[src/rtl/demux4_buf_if.sv]
// demux4_buf_if
// Handshake bundle for the 1-to-4 buffered demultiplexer.
//   in_valid/in_ready/in_sel/in_data : upstream beat and its destination lane
//   out_valid/out_ready              : per-lane handshake, bit N belongs to lane N
//   out_data0..out_data3             : per-lane payload
// Modports:
//   slave  : the demultiplexer's view (takes the beat, drives the lanes)
//   master : the surrounding logic's view (drives the beat, consumes the lanes)
interface demux4_buf_if #(
  parameter int unsigned WIDTH = 32
);
  logic             in_valid;
  logic             in_ready;
  logic [1:0]       in_sel;
  logic [WIDTH-1:0] in_data;
  logic [3:0]       out_valid;
  logic [3:0]       out_ready;
  logic [WIDTH-1:0] out_data0;
  logic [WIDTH-1:0] out_data1;
  logic [WIDTH-1:0] out_data2;
  logic [WIDTH-1:0] out_data3;

  modport slave (
    input  in_valid, in_sel, in_data, out_ready,
    output in_ready, out_valid, out_data0, out_data1, out_data2, out_data3
  );

  modport master (
    output in_valid, in_sel, in_data, out_ready,
    input  in_ready, out_valid, out_data0, out_data1, out_data2, out_data3
  );
endinterface

[src/rtl/demux4_buf.sv]
// demux4_buf
// Registered 1-to-4 demultiplexer. One WIDTH-bit input stream is routed per
// beat to one of four lanes chosen by in_sel. Every lane owns a one-entry
// buffer, so a stalled consumer only blocks beats addressed to its own lane.
// Ports:
//   clk      : single clock, all state on the rising edge
//   reset_n  : asynchronous active-low reset; clears full flags and lane data
//   flush    : synchronous clear of all lane buffers; blocks input that cycle
//   bus      : demux4_buf_if.slave handshake bundle (input beat + four lanes)
//   busy     : OR of all lane valids
// Configuration:
//   DEMUX4_BYPASS_EN : when defined, a beat for an empty lane whose consumer
//                      is ready passes straight through in the same cycle and
//                      leaves the buffer empty. When undefined, every output
//                      is a pure register output with one cycle of latency.
module demux4_buf #(
  parameter int unsigned WIDTH = 32
) (
  input  logic        clk,
  input  logic        reset_n,
  input  logic        flush,
  demux4_buf_if.slave bus,
  output logic        busy
);

  typedef enum logic {
    EMPTY = 1'b0,
    FULL  = 1'b1
  } lane_state_e;

  lane_state_e      state_q [4];
  lane_state_e      state_d [4];
  logic [WIDTH-1:0] data_q  [4];
  logic [WIDTH-1:0] data_d  [4];

  logic [3:0] full;
  logic [3:0] hit;
  logic [3:0] byp;
  logic [3:0] load;
  logic [3:0] drain;
  logic [3:0] out_valid_c;
  logic       in_ready_c;

  always_comb begin
    full = '0;
    for (int unsigned i = 0; i < 4; i++) begin
      full[i] = (state_q[i] == FULL);
    end
  end

  // Readiness is taken from the buffer occupancy, not from out_valid, so the
  // bypass path cannot close a loop from in_ready back onto itself.
  assign in_ready_c = !flush && (!full[bus.in_sel] || bus.out_ready[bus.in_sel]);

  always_comb begin
    hit = '0;
    for (int unsigned i = 0; i < 4; i++) begin
      hit[i] = bus.in_valid && in_ready_c && (bus.in_sel == 2'(i));
    end
  end

`ifdef DEMUX4_BYPASS_EN
  assign byp = hit & ~full & bus.out_ready;
`else
  assign byp = '0;
`endif

  assign load  = hit & ~byp;
  assign drain = full & bus.out_ready;

  always_comb begin
    for (int unsigned i = 0; i < 4; i++) begin
      state_d[i] = state_q[i];
      data_d[i]  = data_q[i];
      if (flush) begin
        state_d[i] = EMPTY;
      end else if (load[i]) begin
        // A load on a draining lane replaces the old beat on the same edge.
        state_d[i] = FULL;
        data_d[i]  = bus.in_data;
      end else if (drain[i]) begin
        state_d[i] = EMPTY;
      end
    end
  end

  always_ff @(posedge clk or negedge reset_n) begin
    if (!reset_n) begin
      for (int unsigned i = 0; i < 4; i++) begin
        state_q[i] <= EMPTY;
        data_q[i]  <= '0;
      end
    end else begin
      for (int unsigned i = 0; i < 4; i++) begin
        state_q[i] <= state_d[i];
        data_q[i]  <= data_d[i];
      end
    end
  end

  assign out_valid_c   = full | byp;
  assign bus.out_valid = out_valid_c;
  assign bus.in_ready  = in_ready_c;
  assign busy          = |out_valid_c;

`ifdef DEMUX4_BYPASS_EN
  assign bus.out_data0 = byp[0] ? bus.in_data : data_q[0];
  assign bus.out_data1 = byp[1] ? bus.in_data : data_q[1];
  assign bus.out_data2 = byp[2] ? bus.in_data : data_q[2];
  assign bus.out_data3 = byp[3] ? bus.in_data : data_q[3];
`else
  assign bus.out_data0 = data_q[0];
  assign bus.out_data1 = data_q[1];
  assign bus.out_data2 = data_q[2];
  assign bus.out_data3 = data_q[3];
`endif

endmodule
[src/flat_wrapper.sv]
// flat-port wrapper written by rule: the top's interface ports become plain ports
module demux4_buf_flat 
#(
  parameter int unsigned WIDTH = 32
)
  (clk, reset_n, flush, busy, bus_in_valid, bus_in_sel, bus_in_data, bus_out_ready, bus_in_ready, bus_out_valid, bus_out_data0, bus_out_data1, bus_out_data2, bus_out_data3);
  demux4_buf_if #(.WIDTH(WIDTH)) bus_i ();
  input  logic clk;
  input  logic reset_n;
  input  logic flush;
  output logic busy;
  input wire logic [$bits(bus_i.in_valid)-1:0] bus_in_valid;
  input wire logic [$bits(bus_i.in_sel)-1:0] bus_in_sel;
  input wire logic [$bits(bus_i.in_data)-1:0] bus_in_data;
  input wire logic [$bits(bus_i.out_ready)-1:0] bus_out_ready;
  output wire logic [$bits(bus_i.in_ready)-1:0] bus_in_ready;
  output wire logic [$bits(bus_i.out_valid)-1:0] bus_out_valid;
  output wire logic [$bits(bus_i.out_data0)-1:0] bus_out_data0;
  output wire logic [$bits(bus_i.out_data1)-1:0] bus_out_data1;
  output wire logic [$bits(bus_i.out_data2)-1:0] bus_out_data2;
  output wire logic [$bits(bus_i.out_data3)-1:0] bus_out_data3;
  assign bus_i.in_valid = bus_in_valid;
  assign bus_i.in_sel = bus_in_sel;
  assign bus_i.in_data = bus_in_data;
  assign bus_i.out_ready = bus_out_ready;
  assign bus_in_ready = bus_i.in_ready;
  assign bus_out_valid = bus_i.out_valid;
  assign bus_out_data0 = bus_i.out_data0;
  assign bus_out_data1 = bus_i.out_data1;
  assign bus_out_data2 = bus_i.out_data2;
  assign bus_out_data3 = bus_i.out_data3;
  demux4_buf #(.WIDTH(WIDTH)) u_core (.clk(clk), .reset_n(reset_n), .flush(flush), .bus(bus_i), .busy(busy));
endmodule
[config.mk]
export PLATFORM = sky130hd
export DESIGN_NAME = demux4_buf_flat
export DESIGN_NICKNAME = d
export VERILOG_FILES = /design/src/rtl/demux4_buf_if.sv /design/src/rtl/demux4_buf.sv /design/src/flat_wrapper.sv
export SDC_FILE = /design/constraint.sdc
export NUM_CORES = 1
export LEC_CHECK = 0
export BUFFER_PORTS_ARGS = -buffer_cell sky130_fd_sc_hd__buf_2
export CORE_MARGIN = 2
export CORE_UTILIZATION = 50
export CTS_BUF_LIST = sky130_fd_sc_hd__clkbuf_16
export DETAILED_ROUTE_END_ITERATION = 10
export MAX_ROUTING_LAYER = met4
export PLACE_DENSITY = 0.79
export RECOVER_POWER = 25
export SETUP_SLACK_MARGIN = 0.3
export SYNTH_ARGS = -nofsm -noshare
export SYNTH_HDL_FRONTEND = slang
export SYNTH_SLANG_ARGS = --single-unit
[constraint.sdc]
create_clock -name clk -period 1.6 [get_ports clk]
set_input_delay 0.32 -clock clk [delete_from_list [all_inputs] [get_ports clk]]
set_output_delay 0.32 -clock clk [all_outputs]
set_load 0.1 [all_outputs]
==> flow_summary.toml, run 1 <==
[logic_synthesis]
synth.cell_area_mm2 = 0.005130
synthArstFlopShare_pct = 100.0
syn-instance-count = 293
ys_top_cells_by_area = "dfrtp_1, mux2_2, mux2_4, buf_12, buf_2"
synth_top_area_cell = "dfrtp_1"
synthDistinctLibCells = 21
synth_nets = 335
synth_top_area_share_pct = 64.39
synth-seq-cells = 132
ys_warn_count = 0
synthFlopType = "dfrtp_1"
synth_edf_count = 0
syn_avg_cell_area_um2 = 17.51
yosysSeqAreaShare_pct = 64.39

[clock_tree]
root_buffer = "clkbuf_16"
cts_sinks = 132
cts_buffers = 17
htree_num_levels = 4
cts_buffer_depth = 2

[placed_design]
hpwl_um = 8213
dp_slack_ns = -0.02740
dp.cells = 607
io_buffers = 175
gp_congestion = 0.7542

[floorplanning]
rows = 36
start_util_pct = 52.00
die_y_um = 105.3
io_pins = 176
chipWidth_um = 105.3

[timing]
worstEndpointGrtRepair = "bus_in_ready"
worst-ep-kind = "output port"

[status]
status = "did not finish"
error = "[ERROR DPL-0038] Utilization greater than 100%, impossible to legalize"
lastStage = "5_1_grt"

[global_routing]
grt_max_degree = 42
synth_stat cells, types with 3 or more instances:
master	n
dfrtp_1	132
mux2_2	99
mux2_4	29
buf_2	9
nand2b_1	4
buf_12	3
o21ai_0	3
stage by stage:
stage               cell area, um2  hold slack, ns
global placement              6406          0.2934
detailed placement            6406          0.3031
CTS                           9418          0.1737
floorplan                     5275         0.02441
cell families after synthesis:
| kind of cell | after synthesis | synth area share [%] |
|---|---|---|
| multiplexers | 129 | 30.41 |
| buffers and inverters | 14 | 2.341 |
| AND/OR/NAND/NOR | 12 | 2.097 |
| flip-flops | 132 | 64.39 |
| AO/OA/AOI/OAI | 6 | 0.7560 |
what timing repair did:
item,in CTS
hold endpoints to repair,25
hold buffers,1
resized for setup,549
cloned,4
setup buffers,36
setup endpoints to repair,228
==> run 2, diff against run 1 <==
--- a/config.mk
+++ b/config.mk
@@ -7,13 +7,10 @@
 export LEC_CHECK = 0
 export BUFFER_PORTS_ARGS = -buffer_cell sky130_fd_sc_hd__buf_2
 export CORE_MARGIN = 2
-export CORE_UTILIZATION = 50
-export CTS_BUF_LIST = sky130_fd_sc_hd__clkbuf_16
+export CORE_UTILIZATION = 40
 export DETAILED_ROUTE_END_ITERATION = 10
-export MAX_ROUTING_LAYER = met4
-export PLACE_DENSITY = 0.79
+export PLACE_DENSITY_LB_ADDON = 0.15
 export RECOVER_POWER = 25
-export SETUP_SLACK_MARGIN = 0.3
 export SYNTH_ARGS = -nofsm -noshare
 export SYNTH_HDL_FRONTEND = slang
 export SYNTH_SLANG_ARGS = --single-unit
==> flow_summary.toml, run 2 <==
[timing]
fin_skew_ns = 0.003888
finalHoldViolCount = 0
worstMarginPinSlew_ns = 0.8210
timing.fmax_ghz = 0.4979
fin_ws_ns = -0.4086
post-route-period-util_pct = 125.5
fin_crit_ns = 2.009
setup_violations = 21
maxSlewViolCount = 0
rsz0062_at_grt = "true"
maxSlewHeadroom_pct = 45.27

[logic_synthesis]
synth.most_common_cell = "dfrtp_1"
synth.cell_area_mm2 = 0.005130
synthDistinctLibCells = 21
synthFlopType = "dfrtp_1"
synth_nets = 335
syn_avg_cell_area_um2 = 17.51
synth_top_area_cell = "dfrtp_1"
synth_edf_count = 0
ys_warn_count = 0
yosysSeqAreaShare_pct = 64.39
ys_top_cells_by_area = "dfrtp_1, mux2_2, mux2_4, buf_12, buf_2"
ys_top_cells_by_count = "dfrtp_1, mux2_2, mux2_4, buf_2, nand2b_1"
synth_top_area_share_pct = 64.39
synth-seq-cells = 132
synthArstFlopShare_pct = 100.0
syn-instance-count = 293

[clock_tree]
clock_latency_ns = 0.41
root_buffer = "clkbuf_16"
cts.clk_slew.worst_paths_ns = 0.05
cts_sinks = 132
htree_num_levels = 4
cts_buffers = 17
cts_buffer_depth = 2
cts_tree = "yes"

[route]
wirelength_um = 11510
drc = 0
ant_nets = 0
num_vias = 3157
drt-pass1-iter-count = 4
via_per_inst = 4.670
drt_iter0_markers = 79
avgRoutedWirePerCell_um = 17.02

[critical_path]
worstPathArrival_ns = 1.69
crit_type = "register to output port"
crit_path_start_kind = "register"
cp_max_fo = 2
required_ns = 1.28
crit_path_end_kind = "output port"

[floorplanning]
io_pins = 176
dieArea_mm2 = 0.01375
rows = 41
chipWidth_um = 117.2
start_util_pct = 40.82
die_y_um = 117.2
core_area_mm2 = 0.01257

[cells_and_area]
diodes = 0
fillCellCount = 1049
multi_input_area_mm2 = 0.001742
finish.utilization_pct = 56.37
syn_to_final_growth_pct = 38.10
regArea_mm2 = 0.003318
final_nets = 533
drive_gt1_share_pct = 72.02
final_cell_mix = "buf_2, dfrtp_1, mux2_2, mux2_4, clkbuf_16"
final_common_cell = "buf_2"

[global_routing]
grt_usage_pct = 17.35
antenna_found_initial = 0
grt_pass1_wl_um = 17410
grt_pass1_vias = 3178
grt_max_degree = 62
grt_remaining_overflow = 0

[run]
maxCapViolCount = 0

[status]
status = "complete, but fails checks"
violations = "setup timing"

[hold_path]
min_path_type = "input port to register"

[placed_design]
io_buffers = 175
dp_slack_ns = -0.03850
hpwl_um = 7956
gp_congestion = 0.8599
==> run 2: per-layer routing <==
metal  routed length [um]  up-vias  GRT usage, %
met1                 4913     1577         21.82
met3                  819       16         6.746
met2                 5580      115         27.01
li1                     -     1449             -
met5                    0        -             0
met4                  193        0         6.902
==> run 2: worst paths after layout <==
check	start	slack [ns]	to	cells after the start
setup / recovery	u_core.bus.out_valid[2]$_DFFE_PN0P_	-0.41	bus_in_ready	4
hold / removal	bus_in_data[6]	0.18	u_core.bus.out_data2[6]$_DFFE_PN0P_	2
setup reg to reg	u_core.bus.out_valid[2]$_DFFE_PN0P_	-0.03	u_core.bus.out_data2[11]$_DFFE_PN0P_	5
hold reg to reg	u_core.bus.out_data0[11]$_DFFE_PN0P_	0.50	u_core.bus.out_data0[11]$_DFFE_PN0P_	1
max in group asynchronous	reset_n	0.24	u_core.bus.out_valid[0]$_DFFE_PN0P_	3
min in group asynchronous	reset_n	0.62	u_core.bus.out_data0[1]$_DFFE_PN0P_	3
==> run 2: repair_timing <==
item | in CTS | in global routing
gates resized for setup | 9 | 4
gates cloned | 0 | 0
setup endpoints to repair | 2 | 38
hold buffers | 1 | 0
setup buffers | 1 | 0
endpoints found under the hold margin | 91 | 0
==> run 2: layout make-up <==
cell class / count / share of cell area [%]
Inverter: 1 / 0.05298
Multi-Input combinational cell: 147 / 24.58
Tap cell: 172 / 3.038
Sequential cell: 132 / 46.84
Clock buffer: 18 / 6.199
Timing Repair Buffer: 192 / 16.00
Clock inverter: 14 / 3.285
==> run 2: kinds of logic after synthesis <==
group,Yosys count,synth area share [%]
flip-flops,132,64.39
AND/OR/NAND/NOR,12,2.097
multiplexers,129,30.41
buffers and inverters,14,2.341
AO/OA/AOI/OAI,6,0.7560
==> run 2: worst max-delay path, cell delays in order (launching register included) <==
cell and delay (ns):
dfrtp_4 0.47, nor4bb_1 0.15, a311o_2 0.34, a21oi_4 0.14, buf_12 0.19
==> run 2: stage by stage <==
stage / hold WS, ns / cell area (um2) / cells / TNS [ns]
2_1_floorplan: 0.02441 / 5160 / 293 / -1.287
3_3_place_gp: 0.3622 / 6366 / 642 / -0.01575
3_5_place_dp: 0.3612 / 6366 / 642 / -0.05140
4_1_cts: 0.1681 / 7092 / 676 / -1.191
5_1_grt: 0.1673 / 7084 / 676 / -2.249
6_report: 0.1832 / 7084 / 676 / -1.131
Power of run 2 is left out: the tool's default activity adds up to more than one toggle a clock period on the data nets, which glitch-free logic cannot reach.
==> run 3, diff against run 2 <==
--- a/config.mk
+++ b/config.mk
@@ -9,8 +9,10 @@
 export CORE_MARGIN = 2
 export CORE_UTILIZATION = 40
 export DETAILED_ROUTE_END_ITERATION = 10
+export GPL_TIMING_DRIVEN = 1
 export PLACE_DENSITY_LB_ADDON = 0.15
 export RECOVER_POWER = 25
+export REMOVE_ABC_BUFFERS = 1
 export SYNTH_ARGS = -nofsm -noshare
 export SYNTH_HDL_FRONTEND = slang
 export SYNTH_SLANG_ARGS = --single-unit
==> flow_summary.toml, run 3 (synthesis gave the netlist of run 2 again) <==
[status]
status = "complete, but fails checks"
violations = "setup timing"

[clock_tree]
cts_buffer_depth = 2
cts_buffers = 17
cts_sinks = 132
cts_tree = "yes"
root_buffer = "clkbuf_16"
clock_latency_ns = 0.41
cts.clk_slew.worst_paths_ns = 0.05
htree_num_levels = 4

[critical_path]
cp_cell_sequence = "or4_4 > buf_12"
startpoint = "u_core.bus.out_valid[0]$_DFFE_PN0P_"
cp_max_fo = 4
crit_path_end_kind = "output port"
worstPathArrival_ns = 1.59
crit_type = "register to output port"
cpPeakStageDelay_ns = 0.57
rrSetupSlack_ns = 0.02
crit_path_start_kind = "register"
worstReg2RegStart = "u_core.bus.out_valid[2]$_DFFE_PN0P_"
required_ns = 1.28
crit_slowest_cell = "or4_4"

[route]
ant_nets = 0
num_vias = 3239
avgRoutedWirePerCell_um = 17.55
drt-pass1-iter-count = 4
drc = 0
via_per_inst = 4.722
drt_iter0_markers = 163
wirelength_um = 12040

[placed_design]
io_buffers = 175
gp_congestion = 0.7606
place_area_mm2 = 0.006380
hpwl_um = 7974

[timing]
fin_ws_ns = -0.3095
finalHoldViolCount = 0
post-route-period-util_pct = 119.3
worstMarginPinSlew_ns = 0.8625
timing.fmax_ghz = 0.5237
maxSlewViolCount = 0
fin_skew_ns = 0.009455
maxSlewHeadroom_pct = 42.50
fin_setup_tns_ns = -0.5968
setup_violations = 2
rsz0062_at_grt = "true"
fin_crit_ns = 1.910

[cells_and_area]
final_cell_mix = "buf_2, dfrtp_1, mux2_2, mux2_4, clkbuf_16"
final_common_cell = "buf_2"
finish.utilization_pct = 57.02
final_area_mm2 = 0.007167
final_nets = 543
diodes = 0
syn_to_final_growth_pct = 39.71
drive_gt1_share_pct = 71.40

[floorplanning]
core_area_mm2 = 0.01257
dieArea_mm2 = 0.01375
die_y_um = 117.2
chipWidth_um = 117.2
io_pins = 176
start_util_pct = 40.82
rows = 41

[global_routing]
grt_usage_pct = 17.87
grt_remaining_overflow = 0
grt_pass1_wl_um = 18110
antenna_found_initial = 0
grt_pass1_vias = 3351
grt_max_degree = 38

[pwr]
peakVddDrop_mv = 1.203
leakage_nw = 3.541
power_density_mw_per_mm2 = 2215

[run]
maxCapViolCount = 0

[hold_path]
min_path_type = "input port to register"
hold_start = "bus_in_data[8]"
==> run 3: cell types whose count changed in the layout (fill, tap and decap cells not counted), sizes merged <==
cell      change
clkbuf        +4
clkinvlp      -2
buf          +10
bufinv        -2
==> run 3: worst max-delay path, delay by kind of cell, from the launching register on <==
kind	cells	cell delay, ns
AND/OR/NAND/NOR	1	0.57
flip-flops	1	0.42
buffers and inverters	1	0.18
==> run 3: stage by stage <==
step	setup WS, ns	total power [W]	hold slack [ns]	std cells
finish	-0.3095	0.01587	0.1824	686
global route	-0.3617	0.01643	0.1649	686
CTS	-0.3125	0.01600	0.1602	679
detailed placement	-0.06946	0.01188	0.2408	644
global placement	-0.04789	0.01182	0.2428	644
floorplan	-1.529	0.01064	0.02441	280
==> run 3: cell type report <==
class	instances	area [um2]
clock buffer	22	464.2
clock inverter	10	153.9
fill	1050	5401
inverter	1	3.754
multi-input combinational	147	1737
sequential	132	3303
tap	172	215.2
timing repair buffer	202	1290
==> run 3: worst paths after layout <==
check | endpoint | depth (start not counted)
setup / recovery | busy | 2
hold / removal | u_core.bus.out_data2[8]$_DFFE_PN0P_ | 2
setup reg to reg | u_core.bus.out_data2[28]$_DFFE_PN0P_ | 6
hold reg to reg | u_core.bus.out_data3[11]$_DFFE_PN0P_ | 1
max in group asynchronous | u_core.bus.out_data0[27]$_DFFE_PN0P_ | 3
min in group asynchronous | u_core.bus.out_data2[16]$_DFFE_PN0P_ | 2
==> run 3: routing by layer <==
layer  part of all wire, %  up-vias  global-route usage, %
li1                      -     1460                      -
met1                    44     1644                  22.13
met2                    46      125                  27.74
met3                   9.0       10                  8.599
met4                  0.90        0                  5.647
met5                     0        -                      0
==> run 3: report_power, final <==
part / internal (W) / switching, W / total, W
logic: 0.00123 / 0.00618 / 0.00741
clock network: 0.00268 / 0.00135 / 0.00403
registers: 0.00407 / 0.000365 / 0.00443
total: 0.00797 / 0.00790 / 0.0159
==> run 3: what timing repair did <==
item / 4_1_cts / 5_1_grt
hold endpoints to repair: 30 / 0
hold buffers: 1 / 0
pin swaps: 2 / 0
setup endpoints to repair: 5 / 21
gates resized for setup: 12 / 3
setup buffers: 0 / 5
cloned: 2 / 2
Note: power is estimated with default switching activity, not from simulation.
